## src/rtl/branch_predict_ctrl.sv

```systemverilog
// ---------------------------------------------------------------------------
// branch_predict_ctrl
//
// Purpose:
//   Conditional-branch predictor and misprediction recovery controller.
//   A table of 2-bit saturating counters (the BHT) is looked up
//   combinationally with the fetch PC to give a taken prediction. It is
//   trained with the outcome of each branch resolved in execute. When the
//   carried-down prediction disagrees with the real outcome, the controller
//   issues a one-cycle fetch redirect with the corrected PC. It then squashes
//   the younger stages for FLUSH_CYCLES consecutive cycles. While that
//   recovery is in progress, execute-stage instructions are wrong-path and
//   are ignored.
//
// Parameters:
//   n            - PC / datapath width
//   BHT_DEPTH    - number of 2-bit counters (power of two, 4..64)
//   FLUSH_CYCLES - flush pulse length in cycles (1..7)
//
// Ports:
//   clk_i            in   rising-edge clock
//   rst_i            in   asynchronous active-high reset
//   fetch_pc_i       in   PC of the instruction in fetch
//   pred_taken_o     out  taken prediction for fetch_pc_i
//   ex_valid_i       in   execute-stage instruction valid
//   ex_is_branch_i   in   execute-stage instruction is a conditional branch
//   ex_pc_i          in   PC of the execute-stage branch
//   ex_pred_taken_i  in   prediction that travelled with that branch
//   en_jump_i        in   resolved branch outcome
//   ex_target_i      in   computed branch target
//   redirect_valid_o out  one-cycle fetch redirect strobe
//   redirect_pc_o    out  corrected fetch PC (meaningful with the strobe)
//   flush_o          out  squash younger pipeline stages
//   busy_o           out  high whenever a recovery sequence is in progress
//
// Optional feature (macro BRANCH_STATS_EN):
//   Defining BRANCH_STATS_EN adds br_count_o and mispred_count_o. These are
//   32-bit wrapping counts of resolved branches and of mispredicts.
// ---------------------------------------------------------------------------
module branch_predict_ctrl #(
    parameter int n            = 32,
    parameter int BHT_DEPTH    = 16,
    parameter int FLUSH_CYCLES = 2
) (
    input  logic         clk_i,
    input  logic         rst_i,
    input  logic [n-1:0] fetch_pc_i,
    output logic         pred_taken_o,
    input  logic         ex_valid_i,
    input  logic         ex_is_branch_i,
    input  logic [n-1:0] ex_pc_i,
    input  logic         ex_pred_taken_i,
    input  logic         en_jump_i,
    input  logic [n-1:0] ex_target_i,
    output logic         redirect_valid_o,
    output logic [n-1:0] redirect_pc_o,
    output logic         flush_o,
`ifdef BRANCH_STATS_EN
    output logic         busy_o,
    output logic [31:0]  br_count_o,
    output logic [31:0]  mispred_count_o
`else
    output logic         busy_o
`endif
);

    localparam int         IDX_W      = $clog2(BHT_DEPTH);
    localparam logic [2:0] FLUSH_LEFT = 3'(FLUSH_CYCLES - 1);

    typedef enum logic [1:0] {
        IDLE,
        REDIRECT,
        FLUSH
    } state_t;

    state_t           state_q;
    logic             redirect_valid_q;
    logic             flush_q;
    logic             busy_q;
    logic [n-1:0]     redirect_pc_q;
    logic [2:0]       flush_cnt_q;
    logic [1:0]       bht_q [BHT_DEPTH];

    logic [IDX_W-1:0] fetch_idx;
    logic [IDX_W-1:0] ex_idx;
    logic             resolve;
    logic             mispredict;
    logic [1:0]       ctr_d;
    logic [n-1:0]     fix_pc;
    logic             unused_fetch_bits;

    // Instructions are word aligned, so the two lowest PC bits carry no
    // information. The BHT index starts at bit 2. Lookup and training use
    // the same slice, so a branch always trains the entry it was predicted
    // from.
    assign fetch_idx = fetch_pc_i[IDX_W+1:2];
    assign ex_idx    = ex_pc_i[IDX_W+1:2];

    // The fetch PC bits outside the index are intentionally ignored. Tags
    // are not kept, so aliasing between branches is accepted.
    assign unused_fetch_bits = ^{fetch_pc_i[n-1:IDX_W+2], fetch_pc_i[1:0]};

    // The prediction reads the registered table directly. A lookup in the
    // same cycle as an update to the same entry therefore sees the value
    // from before that update.
    assign pred_taken_o = bht_q[fetch_idx][1];

    // A branch counts as resolved only while the controller is idle. During
    // redirect/flush, the execute stage holds wrong-path work that must
    // neither train the table nor trigger another redirect.
    assign resolve    = ex_valid_i & ex_is_branch_i & (state_q == IDLE);
    assign mispredict = resolve & (en_jump_i ^ ex_pred_taken_i);

    // The corrected fetch address is the branch target when the branch
    // really was taken. Otherwise it is the fall-through instruction, and
    // the addition wraps naturally at the PC width.
    assign fix_pc = en_jump_i ? ex_target_i : (ex_pc_i + n'(4));

    // Next value of the trained counter. It moves one step toward the
    // observed outcome and saturates at both ends, so a single anomalous
    // outcome cannot flip a strongly biased entry.
    always_comb begin
        ctr_d = bht_q[ex_idx];
        if (en_jump_i) begin
            if (ctr_d != 2'b11) begin
                ctr_d = ctr_d + 2'b01;
            end
        end else begin
            if (ctr_d != 2'b00) begin
                ctr_d = ctr_d - 2'b01;
            end
        end
    end

    // Branch history table. Reset puts every entry in weakly-not-taken, so
    // one taken outcome is enough to start predicting taken. Only resolved
    // branches train it.
    always_ff @(posedge clk_i or posedge rst_i) begin
        if (rst_i) begin
            for (int i = 0; i < BHT_DEPTH; i++) begin
                bht_q[i] <= 2'b01;
            end
        end else if (resolve) begin
            bht_q[ex_idx] <= ctr_d;
        end
    end

    // Recovery sequencer. A mispredict in IDLE latches the corrected PC and
    // enters REDIRECT. REDIRECT strobes the redirect for exactly one cycle
    // and is the first flush cycle. FLUSH then supplies the remaining
    // FLUSH_CYCLES-1 flush cycles. With a one-cycle flush, FLUSH is skipped.
    // All outputs are registered here alongside the state. Reset abandons
    // any sequence in progress, so no stale pulse can follow release.
    always_ff @(posedge clk_i or posedge rst_i) begin
        if (rst_i) begin
            state_q          <= IDLE;
            redirect_valid_q <= 1'b0;
            flush_q          <= 1'b0;
            busy_q           <= 1'b0;
            redirect_pc_q    <= '0;
            flush_cnt_q      <= '0;
        end else begin
            case (state_q)
                IDLE: begin
                    if (mispredict) begin
                        state_q          <= REDIRECT;
                        redirect_valid_q <= 1'b1;
                        flush_q          <= 1'b1;
                        busy_q           <= 1'b1;
                        redirect_pc_q    <= fix_pc;
                    end
                end
                REDIRECT: begin
                    redirect_valid_q <= 1'b0;
                    if (FLUSH_CYCLES == 1) begin
                        state_q <= IDLE;
                        flush_q <= 1'b0;
                        busy_q  <= 1'b0;
                    end else begin
                        state_q     <= FLUSH;
                        flush_cnt_q <= FLUSH_LEFT;
                    end
                end
                FLUSH: begin
                    if (flush_cnt_q <= 3'd1) begin
                        state_q     <= IDLE;
                        flush_q     <= 1'b0;
                        busy_q      <= 1'b0;
                        flush_cnt_q <= '0;
                    end else begin
                        flush_cnt_q <= flush_cnt_q - 3'd1;
                    end
                end
                default: begin
                    state_q          <= IDLE;
                    redirect_valid_q <= 1'b0;
                    flush_q          <= 1'b0;
                    busy_q           <= 1'b0;
                end
            endcase
        end
    end

    assign redirect_valid_o = redirect_valid_q;
    assign redirect_pc_o    = redirect_pc_q;
    assign flush_o          = flush_q;
    assign busy_o           = busy_q;

`ifdef BRANCH_STATS_EN
    logic [31:0] br_count_q;
    logic [31:0] mispred_count_q;

    // Performance counters. They count only branches that were actually
    // resolved, so wrong-path branches seen during recovery are excluded.
    // Both counters wrap silently.
    always_ff @(posedge clk_i or posedge rst_i) begin
        if (rst_i) begin
            br_count_q      <= '0;
            mispred_count_q <= '0;
        end else begin
            if (resolve) begin
                br_count_q <= br_count_q + 32'd1;
            end
            if (mispredict) begin
                mispred_count_q <= mispred_count_q + 32'd1;
            end
        end
    end

    assign br_count_o      = br_count_q;
    assign mispred_count_o = mispred_count_q;
`endif

endmodule

```

## config.mk

```make
export PLATFORM = sky130hd
export DESIGN_NAME = branch_predict_ctrl
export DESIGN_NICKNAME = d
export VERILOG_FILES = /design/src/rtl/branch_predict_ctrl.sv
export SDC_FILE = /design/constraint.sdc
export NUM_CORES = 1
export LEC_CHECK = 0
export BUFFER_PORTS_ARGS = -buffer_cell sky130_fd_sc_hd__buf_2
export CORE_MARGIN = 2
export CORE_UTILIZATION = 40
export CTS_CLUSTER_DIAMETER = 40
export DETAILED_ROUTE_END_ITERATION = 10
export PLACE_DENSITY = 0.74
export SLEW_MARGIN = 40
export SYNTH_ARGS = -nofsm -noshare
export SYNTH_HDL_FRONTEND = slang
export SYNTH_SLANG_ARGS = --single-unit
```

## constraint.sdc

```tcl
create_clock -name clk_i -period 2.2 [get_ports clk_i]
set_input_delay 0.11 -clock clk_i [delete_from_list [all_inputs] [get_ports clk_i]]
set_output_delay 0.11 -clock clk_i [all_outputs]
set_load 0.005 [all_outputs]
```

Word level (Yosys, flattened, before mapping)
Index checks and enable logic that the tools add are counted.
{ "op_classes": {"n_addsub": 4, "magnitude_cmp": 4, "eq_ne": 5, "n_mux": 22, "bitwise_logic": 8, "n_reduce_logical": 8} }
{ "op_table": {"columns": ["operator", "count"], "rows": [
  ["32-bit by 3-bit adder with 32-bit output, second input constant", 1],
  ["32-bit bitwise mux", 1],
  ["32-bit two-way mux", 1],
  ["2-bit two-way mux", 10],
  ["2-bit binary-select mux with 4-bit select", 2],
  ["5-bit greater-or-equal comparator, second input constant", 2],
  ["4-bit NOT with 5-bit output", 2],
  ["2-bit demux with 4-bit select", 1],
  ["2-bit inequality test, second input constant", 3],
  ["2-bit one-hot mux with 3 select lines", 1],
  ["3-bit one-hot mux with 2 select lines", 1],
  ["2-bit AND reduction", 3],
  ["5-bit by 1-bit < comparator with 1-bit output, second input constant", 1],
  ["2-bit nonzero test", 2],
  ["1-bit AND", 3],
  ["3-bit by 1-bit less-or-equal comparator with 1-bit output, second input constant", 1],
  ["3-bit two-way mux", 1],
  ["1-bit one-hot mux with 3 select lines", 1],
  ["3-bit AND reduction", 1],
  ["3-bit by 1-bit subtractor with 3-bit output, second input constant", 1],
  ["2-bit by 1-bit adder with 2-bit output, second input constant", 1],
  ["2-bit by 1-bit equality test with 1-bit output, second input constant", 1],
  ["2-bit equality test, second input constant", 1],
  ["2-bit logical NOT", 1],
  ["other kinds (6)", 8]
]} }
{ "word_totals": {"ff_bits": 71, "in_bits": 102, "out_inout_bits": 36, "word_cells": 72} }

Logic depth before layout (Yosys ltp)
Gate-level depths: netlist (run 1).
{ "logic_depth": {"ltp_word": 8, "mapped_depth": 9, "ltp_nobuf": 7} }

Worst setup path before layout (run 1)
OpenSTA, ideal clock, no wires.
{ "synth_path": {"kind": "register to register", "start": "reg state_q[0]", "end": "reg redirect_pc_q[24], in the netlist redirect_pc_o[24]", "setup_ns": 0.069, "arrival_time_ns": 1.858, "t_required_ns": 2.131, "path_slack_ns": 0.273, "stages_incl_launch_ff": 10, "path_buffers": 2, "period_less_slack_ns": 1.927, "cell_sequence": "dfrtp_1 inv_1 ha_1 and3_1 clkbuf_1 and2_1 clkbuf_1 nand2_1 or3_1 nand3_1"} }
{ "synth_via": {"elab_chain_cells": 4} }
{ "synth_rtl": {"columns": ["element", "line_no", "text"], "rows": [
  ["start, declared", "76", "state_t state_q;"],
  ["start signal, assigned", "156", "state_q <= IDLE;"],
  ["start signal, assigned", "166", "state_q <= REDIRECT;"],
  ["start signal, assigned", "176", "state_q <= IDLE;"],
  ["2-bit logical NOT (*)", "111, 163", null],
  ["1-bit AND", "111", "assign resolve = ex_valid_i & ex_is_branch_i & (state_q == IDLE);"],
  ["1-bit AND", "112", "assign mispredict = resolve & (en_jump_i ^ ex_pred_taken_i);"],
  ["2-bit AND reduction (no line) (*)", null, null],
  ["end signal, assigned", "170", "redirect_pc_q <= fix_pc;"],
  ["end, declared", "80", "logic [n-1:0] redirect_pc_q;"]
]} }
Mark *: on every way between the ends. The rest lies on a longest branch, timed or not.
A chain may end at the register's enable or synchronous reset.

Worst setup path after layout (run 1)
{ "layout_path": {"start": "reg bht_q[7] (netlist bit)", "end": "reg bht_q[23] (netlist bit)"} }
{ "layout_via": {"elab_chain_cells": 7, "elab_cells_between_ends": 11, "classes_between": "2 x add/sub; 1 x eq/ne; 7 x mux; 1 x reduce/logical"} }
{ "layout_rtl": {"columns": ["element", "line_no", "text"], "rows": [
  ["start, declared", "82", "logic [1:0] bht_q [BHT_DEPTH];"],
  ["start signal, assigned by index", "144", "bht_q[ex_idx] <= ctr_d;"],
  ["2-bit binary-select mux with 4-bit select (*)", "123", "ctr_d = bht_q[ex_idx];"],
  ["2-bit two-way mux (implied by the code) (*) (2 in series)", "123", null],
  ["2-bit by 1-bit subtractor with 2-bit output (tied with other cells)", "130", "ctr_d = ctr_d - 2'b01;"],
  ["2-bit two-way mux (on tied branches)", "129, 125", null],
  ["2-bit two-way mux (*)", "124", "if (en_jump_i) begin"],
  ["32-bit bitwise mux (*)", "144", null]
]} }
Mark *: on every way between the ends. The rest lies on a longest branch, timed or not. The select of a mux whose other input is x is not followed.

==> impl_metrics.env, run 1 <==
export IMPL_dr_pass1_iters=7
export IMPL_ys_warn_count=0
export IMPL_drt_vias_per_instance=5.397
export IMPL_cp_start_kind="flip-flop"
export IMPL_yosys_area_top_type="dfrtp_1"
export IMPL_cts_num_sinks=71
export IMPL_fillers=960
export IMPL_ys_seq_area_share_pct=42.57
export IMPL_cts_buffer_depth=2
export IMPL_avgSynthCellArea_um2=10.19
export IMPL_finClkSkew_ns=0.01014
export IMPL_fin_area_um2=5197
export IMPL_setup_viol=0
export IMPL_critPathKind="flip-flop to flip-flop"
export IMPL_fmax_ghz=0.5063
export IMPL_fp_dieArea_um2=11390
export IMPL_holdPathEnd="redirect_pc_o[14]$_DFFE_PP0P_"
export IMPL_wl_per_cell_um=16.32
export IMPL_track_usage_pct=19.44
export IMPL_placementRows=37
export IMPL_internal_power_uw=3277
export IMPL_power_density_nw_per_um2=925.5
export IMPL_drc=0
export IMPL_ioPinCount=138
export IMPL_slew_violations=0
export IMPL_timing_rr_end="bht_q[23]$_DFFE_PP0P_"
export IMPL_synth_area_um2=4220
export IMPL_critPathMaxFanout=8
export IMPL_tightest_slew_ns=0.6325
export IMPL_grt_pass1_wl_mm=17.58
export IMPL_start_util_pct=41.06
export IMPL_numCtsBuffers=9
export IMPL_layout_commonest_cell="buf_2"
export IMPL_power_leakage_uw=0.002385
export IMPL_grt_pass1_vias=3662
export IMPL_fp_dieW_um=106.7
export IMPL_max_cap_viol_count=0
export IMPL_hold_depth=3
export IMPL_power_switching_uw=1533
export IMPL_antenna_left=0
export IMPL_cts_root_buf="clkbuf_8"
export IMPL_relSlewSlack_pct=57.49
export IMPL_htreeDepth=3
export IMPL_status="finished, final reports clean"
export IMPL_port_buffers=109
export IMPL_synth_area_leaders="dfrtp_1 33%, dfstp_2 10%, mux2_2 9.3%"
export IMPL_min_period_over_period_pct=89.78
export IMPL_power_frac_seq_pct=43.0
export IMPL_cts_tree="yes"
export IMPL_swShare_pct=31.88
export IMPL_worstSkewPairLatency_ns=0.35
export IMPL_area_delta_synth_final_pct=23.15
export IMPL_drive_gt1_share_pct=39.85
export IMPL_arrival_ns=2.20
export IMPL_synth_cell_types=48
export IMPL_synth_top_area_share_pct=32.61
export IMPL_syn_nets=525
export IMPL_dieHeight_um=106.7
export IMPL_final_setup_tns_ns=0
export IMPL_coreArea_um2=10280
export IMPL_post_cts_setup_buffers=0
export IMPL_antenna_found_initial=0
export IMPL_crit_path_end_kind="flip-flop"
export IMPL_dpl_cell_area_um2=4954
export IMPL_grt_ovfl_total=0
export IMPL_r2r_cells=4
export IMPL_finalHoldViolCount=0
export IMPL_synth_edff_count=0
export IMPL_synthCells=414
export IMPL_wl_mm=10.90
export IMPL_r2r_start="bht_q[7]$_DFFE_PP0P_"
export IMPL_drt_iter0_drc=262
export IMPL_synth_seq_cells=71
export IMPL_fin_crit_ns=1.975
export IMPL_ir_worst_vdd_uv=487.7
export IMPL_routabilityCongestion=0.8942
export IMPL_hold_class="input port to flip-flop"
export IMPL_min_from="ex_target_i[14]"
export IMPL_nNetsFinal=638
export IMPL_rsz0062_at_grt="false"
export IMPL_regToRegSetupSlack_ns=0.22
export IMPL_clk_transition_reported_paths_ns=0.09
export IMPL_clock_power_share_pct=24.7
export IMPL_hpwl_mm=8.062
export IMPL_vias=3605
export IMPL_yosys_most_used_dff="dfrtp_1"
export IMPL_pwr_share_comb_pct=32.3
export IMPL_grt_max_degree=49
export IMPL_antenna_cells=0
export IMPL_required_ns=2.43
export IMPL_mostFrequentLayoutCells="109 x buf_2, 55 x dfrtp_1, 38 x nand2_1"
export IMPL_postSynth_asyncResetShare_pct=100.0
layout make-up:
class | count | area, um^2 | area share, %
Tap cell | 136 | 170.2 | 3.274
Timing Repair Buffer | 124 | 688.2 | 13.24
Clock buffer | 11 | 141.4 | 2.720
Inverter | 13 | 48.80 | 0.9389
Sequential cell | 71 | 1797 | 34.57
Clock inverter | 5 | 81.33 | 1.565
Multi-Input combinational cell | 308 | 2271 | 43.69
worst max path at each step:
stage / slack (ns) / startpoint / cells after the start / end
5_1_grt: 0.08 / state_q[1]$_DFFE_PP0P_ / 7 / redirect_pc_o[12]$_DFFE_PP0P_
2_1_floorplan: 0.27 / state_q[0]$_DFFE_PP0P_ / 9 / redirect_pc_o[24]$_DFFE_PP0P_
3_3_place_gp: 0.18 / ex_pc_i[2] / 6 / bht_q[3]$_DFFE_PP0P_
6_report: 0.22 / bht_q[7]$_DFFE_PP0P_ / 4 / bht_q[23]$_DFFE_PP0P_
4_1_cts: 0.13 / state_q[1]$_DFFE_PP0P_ / 6 / bht_q[31]$_DFFE_PP0P_
3_5_place_dp: 0.10 / ex_pc_i[2] / 6 / bht_q[23]$_DFFE_PP0P_
sequential cells by signal (all words and copies together) (netlist names):
name              cells
bht_q                32
redirect_pc_o        32
flush_cnt_q           3
state_q               2
busy_o                1
redirect_valid_o      1
synth_stat cells (3+ instances only):
master,number
mux2_2,35
xor2_1,10
mux4_2,11
nand4_1,11
nand2b_1,4
o21ai_0,26
nor2_1,31
nor4_1,6
nor3_1,11
o211ai_1,5
ha_1,9
inv_1,10
dfstp_2,16
a21oi_1,20
nand2_1,38
dfrtp_1,55
or3_1,4
clkbuf_1,16
xnor2_1,11
or2_2,3
nand3_1,24
mux2i_1,9
o22ai_1,8
and3_1,6
power groups by stage:
stage          combinational [uW]  clock (uW)  sequential (uW)
2_1_floorplan                 893           0             2080
3_3_place_gp                 1500           0             2060
3_5_place_dp                 1550           0             2090
4_1_cts                      1560        1210             2070
5_1_grt                      1730        1280             2120
6_report                     1550        1190             2070
metal layers:
metal / share of wire [%] / vias to the layer above / global-route usage [%]
met5: 0 / - / 0
met1: 45 / 1748 / 25.47
met2: 48 / 121 / 32.80
met3: 5.7 / 12 / 3.951
met4: 1.2 / 0 / 5.380
li1: - / 1724 / -
worst max-delay path, stage by stage, from the launching register on:
cell,delay [ns]
dfrtp_1,0.40
mux4_1,0.50
mux2_2,0.29
maj3_2,0.37
mux2_2,0.29
repair_timing:
item	4_1_cts	5_1_grt
hold endpoints to repair	26	0
gates resized for setup	0	1
hold buffers	2	0
setup endpoints to repair	0	4
stage by stage:
step	hold slack [ns]	setup slack (ns)	cells	total power, uW	utilization, %
detailed placement	0.2178	0.1041	650	3642	48.20
CTS	0.01089	0.1252	668	4843	50.56
global placement	0.2080	0.1841	650	3561	48.20
global route	0.01862	0.08395	668	5138	50.57
floorplan	0.2710	0.2728	414	2975	-
finish	0.01771	0.2248	668	4810	50.57
kinds of logic after synthesis:
logic type / share of synthesized area [%]
adders and majority gates: 3.202
AOI/OAI and AO/OA: 9.873
buffers and inverters: 3.647
and+or+nand+nor: 17.76
muxes: 18.59
xor gates and xnor gates: 4.358
DFF: 42.57
(Power assumes the default switching activity.)
==> run 2, diff against run 1 <==
- CELL_PAD_IN_SITES_DETAIL_PLACEMENT: not set -> 1
- CELL_PAD_IN_SITES_GLOBAL_PLACEMENT: not set -> 1
- CORE_UTILIZATION: 40 -> 39
- PLACE_DENSITY: 0.74 -> 0.9
==> impl_metrics.env, run 2 (synthesis gave the netlist of run 1 again) <==
export IMPL_cp_start_kind="flip-flop"
export IMPL_min_period_over_period_pct=95.33
export IMPL_nNetsFinal=643
export IMPL_antenna_cells=0
export IMPL_dr_pass1_iters=4
export IMPL_cts_buffer_depth=2
export IMPL_power_density_nw_per_um2=933.6
export IMPL_hpwl_mm=10.33
export IMPL_cts_root_buf="clkbuf_8"
export IMPL_final_setup_tns_ns=0
export IMPL_fp_dieArea_um2=11670
export IMPL_r2r_start="bht_q[8]$_DFFE_PP1P_"
export IMPL_power_leakage_uw=0.002404
export IMPL_clk_transition_reported_paths_ns=0.09
export IMPL_min_from="ex_target_i[14]"
export IMPL_slowest_stage="a21oi_1"
export IMPL_setup_ws_ns=0.1027
export IMPL_cp_common_cell="a21oi_1"
export IMPL_timing_rr_end="bht_q[28]$_DFFE_PP1P_"
export IMPL_layout_commonest_cell="buf_2"
export IMPL_track_usage_pct=25.55
export IMPL_critPathMaxFanout=8
export IMPL_finalHoldViolCount=0
export IMPL_hold_class="input port to flip-flop"
export IMPL_worstPathCellList="mux4_2 -> mux2i_1 -> a21oi_1 -> a21oi_1 -> mux2_2"
export IMPL_antenna_left=0
export IMPL_worstSkewPairLatency_ns=0.37
export IMPL_r2r_cells=5
export IMPL_critical_path_max_stage_delay_ns=0.50
export IMPL_placementRows=37
export IMPL_grt_ovfl_total=0
export IMPL_vias=3872
export IMPL_post_cts_setup_buffers=0
export IMPL_pre_cts_slack_ns=-0.02189
export IMPL_numCtsBuffers=9
export IMPL_cp_num_buf_inv=0
export IMPL_rsz0062_at_grt="false"
export IMPL_coreArea_um2=10420
export IMPL_htreeDepth=3
export IMPL_wl_per_cell_um=21.12
export IMPL_cp_top_family="multiplexers"
export IMPL_status="finished, final reports clean"
export IMPL_fin_crit_ns=2.097
export IMPL_path_depth=5
export IMPL_grt_pass1_wl_mm=22.65
export IMPL_area_delta_synth_final_pct=23.81
export IMPL_critPathKind="flip-flop to flip-flop"
export IMPL_cts_tree="yes"
export IMPL_wl_mm=14.21
export IMPL_port_buffers=109
export IMPL_drive_gt1_share_pct=40.22
export IMPL_relSlewSlack_pct=57.89
export IMPL_routabilityCongestion=0.8535
export IMPL_ir_worst_vdd_uv=353.3
export IMPL_drt_vias_per_instance=5.753
export IMPL_required_ns=2.50
export IMPL_holdWs_ns=0.01329
export IMPL_ioPinCount=138
export IMPL_finClkSkew_ns=0.01889
export IMPL_crit_path_end_kind="flip-flop"
export IMPL_cts_num_sinks=71
export IMPL_regToRegSetupSlack_ns=0.10
export IMPL_antenna_found_initial=0
export IMPL_drt_iter0_drc=345
export IMPL_holdPathEnd="redirect_pc_o[14]$_DFFE_PP0P_"
export IMPL_hold_depth=3
export IMPL_arrival_ns=2.39
export IMPL_tightest_slew_ns=0.6259
export IMPL_max_cap_viol_count=0
export IMPL_fmax_ghz=0.4768
export IMPL_mostFrequentLayoutCells="109 x buf_2, 55 x dfrtp_1, 38 x nand2_1"
export IMPL_drc=0
export IMPL_start_util_pct=40.52
export IMPL_fp_dieW_um=108.0
export IMPL_grt_max_degree=72
export IMPL_dieHeight_um=108.0
export IMPL_slew_violations=0
export IMPL_final_util_pct=50.16
export IMPL_grt_pass1_vias=4143
export IMPL_setup_viol=0
==> run 2: changes by cell type in the layout (fill, tap and decap cells not counted) <==
cell | before | now
clkinv_2 | 1 | 2
bufinv_16 | 2 | 1
clkbuf_1 | 1 | 0
clkbuf_8 | 10 | 11
buf_4 | 11 | 14
dlygate4sd3_1 | 2 | 4
==> run 2: power by group <==
group	switching, uW	total [uW]	internal (uW)
Sequential	278	2110	1830
Combinational	865	1650	783
Clock	535	1120	584
==> run 2: how the worst max path moves through the flow <==
stage,slack [ns],to,from
after CTS,0.09,bht_q[31]$_DFFE_PP0P_,state_q[0]$_DFFE_PP0P_
after floorplan,0.27,redirect_pc_o[24]$_DFFE_PP0P_,state_q[0]$_DFFE_PP0P_
after global routing,0.02,bht_q[28]$_DFFE_PP1P_,bht_q[10]$_DFFE_PP1P_
after global placement,0.14,bht_q[3]$_DFFE_PP0P_,ex_pc_i[2]
final,0.10,bht_q[28]$_DFFE_PP1P_,bht_q[8]$_DFFE_PP1P_
after detailed placement,-0.02,bht_q[10]$_DFFE_PP1P_,ex_pc_i[2]
==> run 2: timing repair <==
action,in CTS,in global routing
endpoints found under the setup margin,0,11
hold buffers,4,0
endpoints found under the hold margin,58,0
resized for setup,0,1
==> run 2: worst reg2reg max path, delay by kind of cell (launching register included) <==
family	cells	cell delay [ns]
mux	3	1.03
compound gates	2	0.64
flops	1	0.37
==> run 2: stage by stage <==
step,instances,total power [uW],cell area (um^2)
6_report,673,4878,5225
5_1_grt,673,5172,5225
4_1_cts,673,4916,5224
3_5_place_dp,653,3762,4976
3_3_place_gp,653,3579,4976
2_1_floorplan,414,2975,4220
==> run 2: final cells by class <==
| type | count | area (um^2) |
|---|---|---|
| clock buffer | 11 | 151.4 |
| multi-input combinational | 308 | 2271 |
| tap | 136 | 170.2 |
| timing repair buffer | 129 | 730.7 |
| clock inverter | 5 | 56.30 |
| inverter | 13 | 48.80 |
| fill | 1213 | 5191 |
| sequential | 71 | 1797 |
==> run 2: layer usage <==
metal / vias to the layer above / share of wire [%] / GRT usage [%]
li1: 1739 / - / -
met1: 1944 / 39 / 31.24
met2: 151 / 51 / 43.80
met3: 38 / 6.0 / 5.304
met4: 0 / 3.1 / 10.81
met5: - / 0 / 0
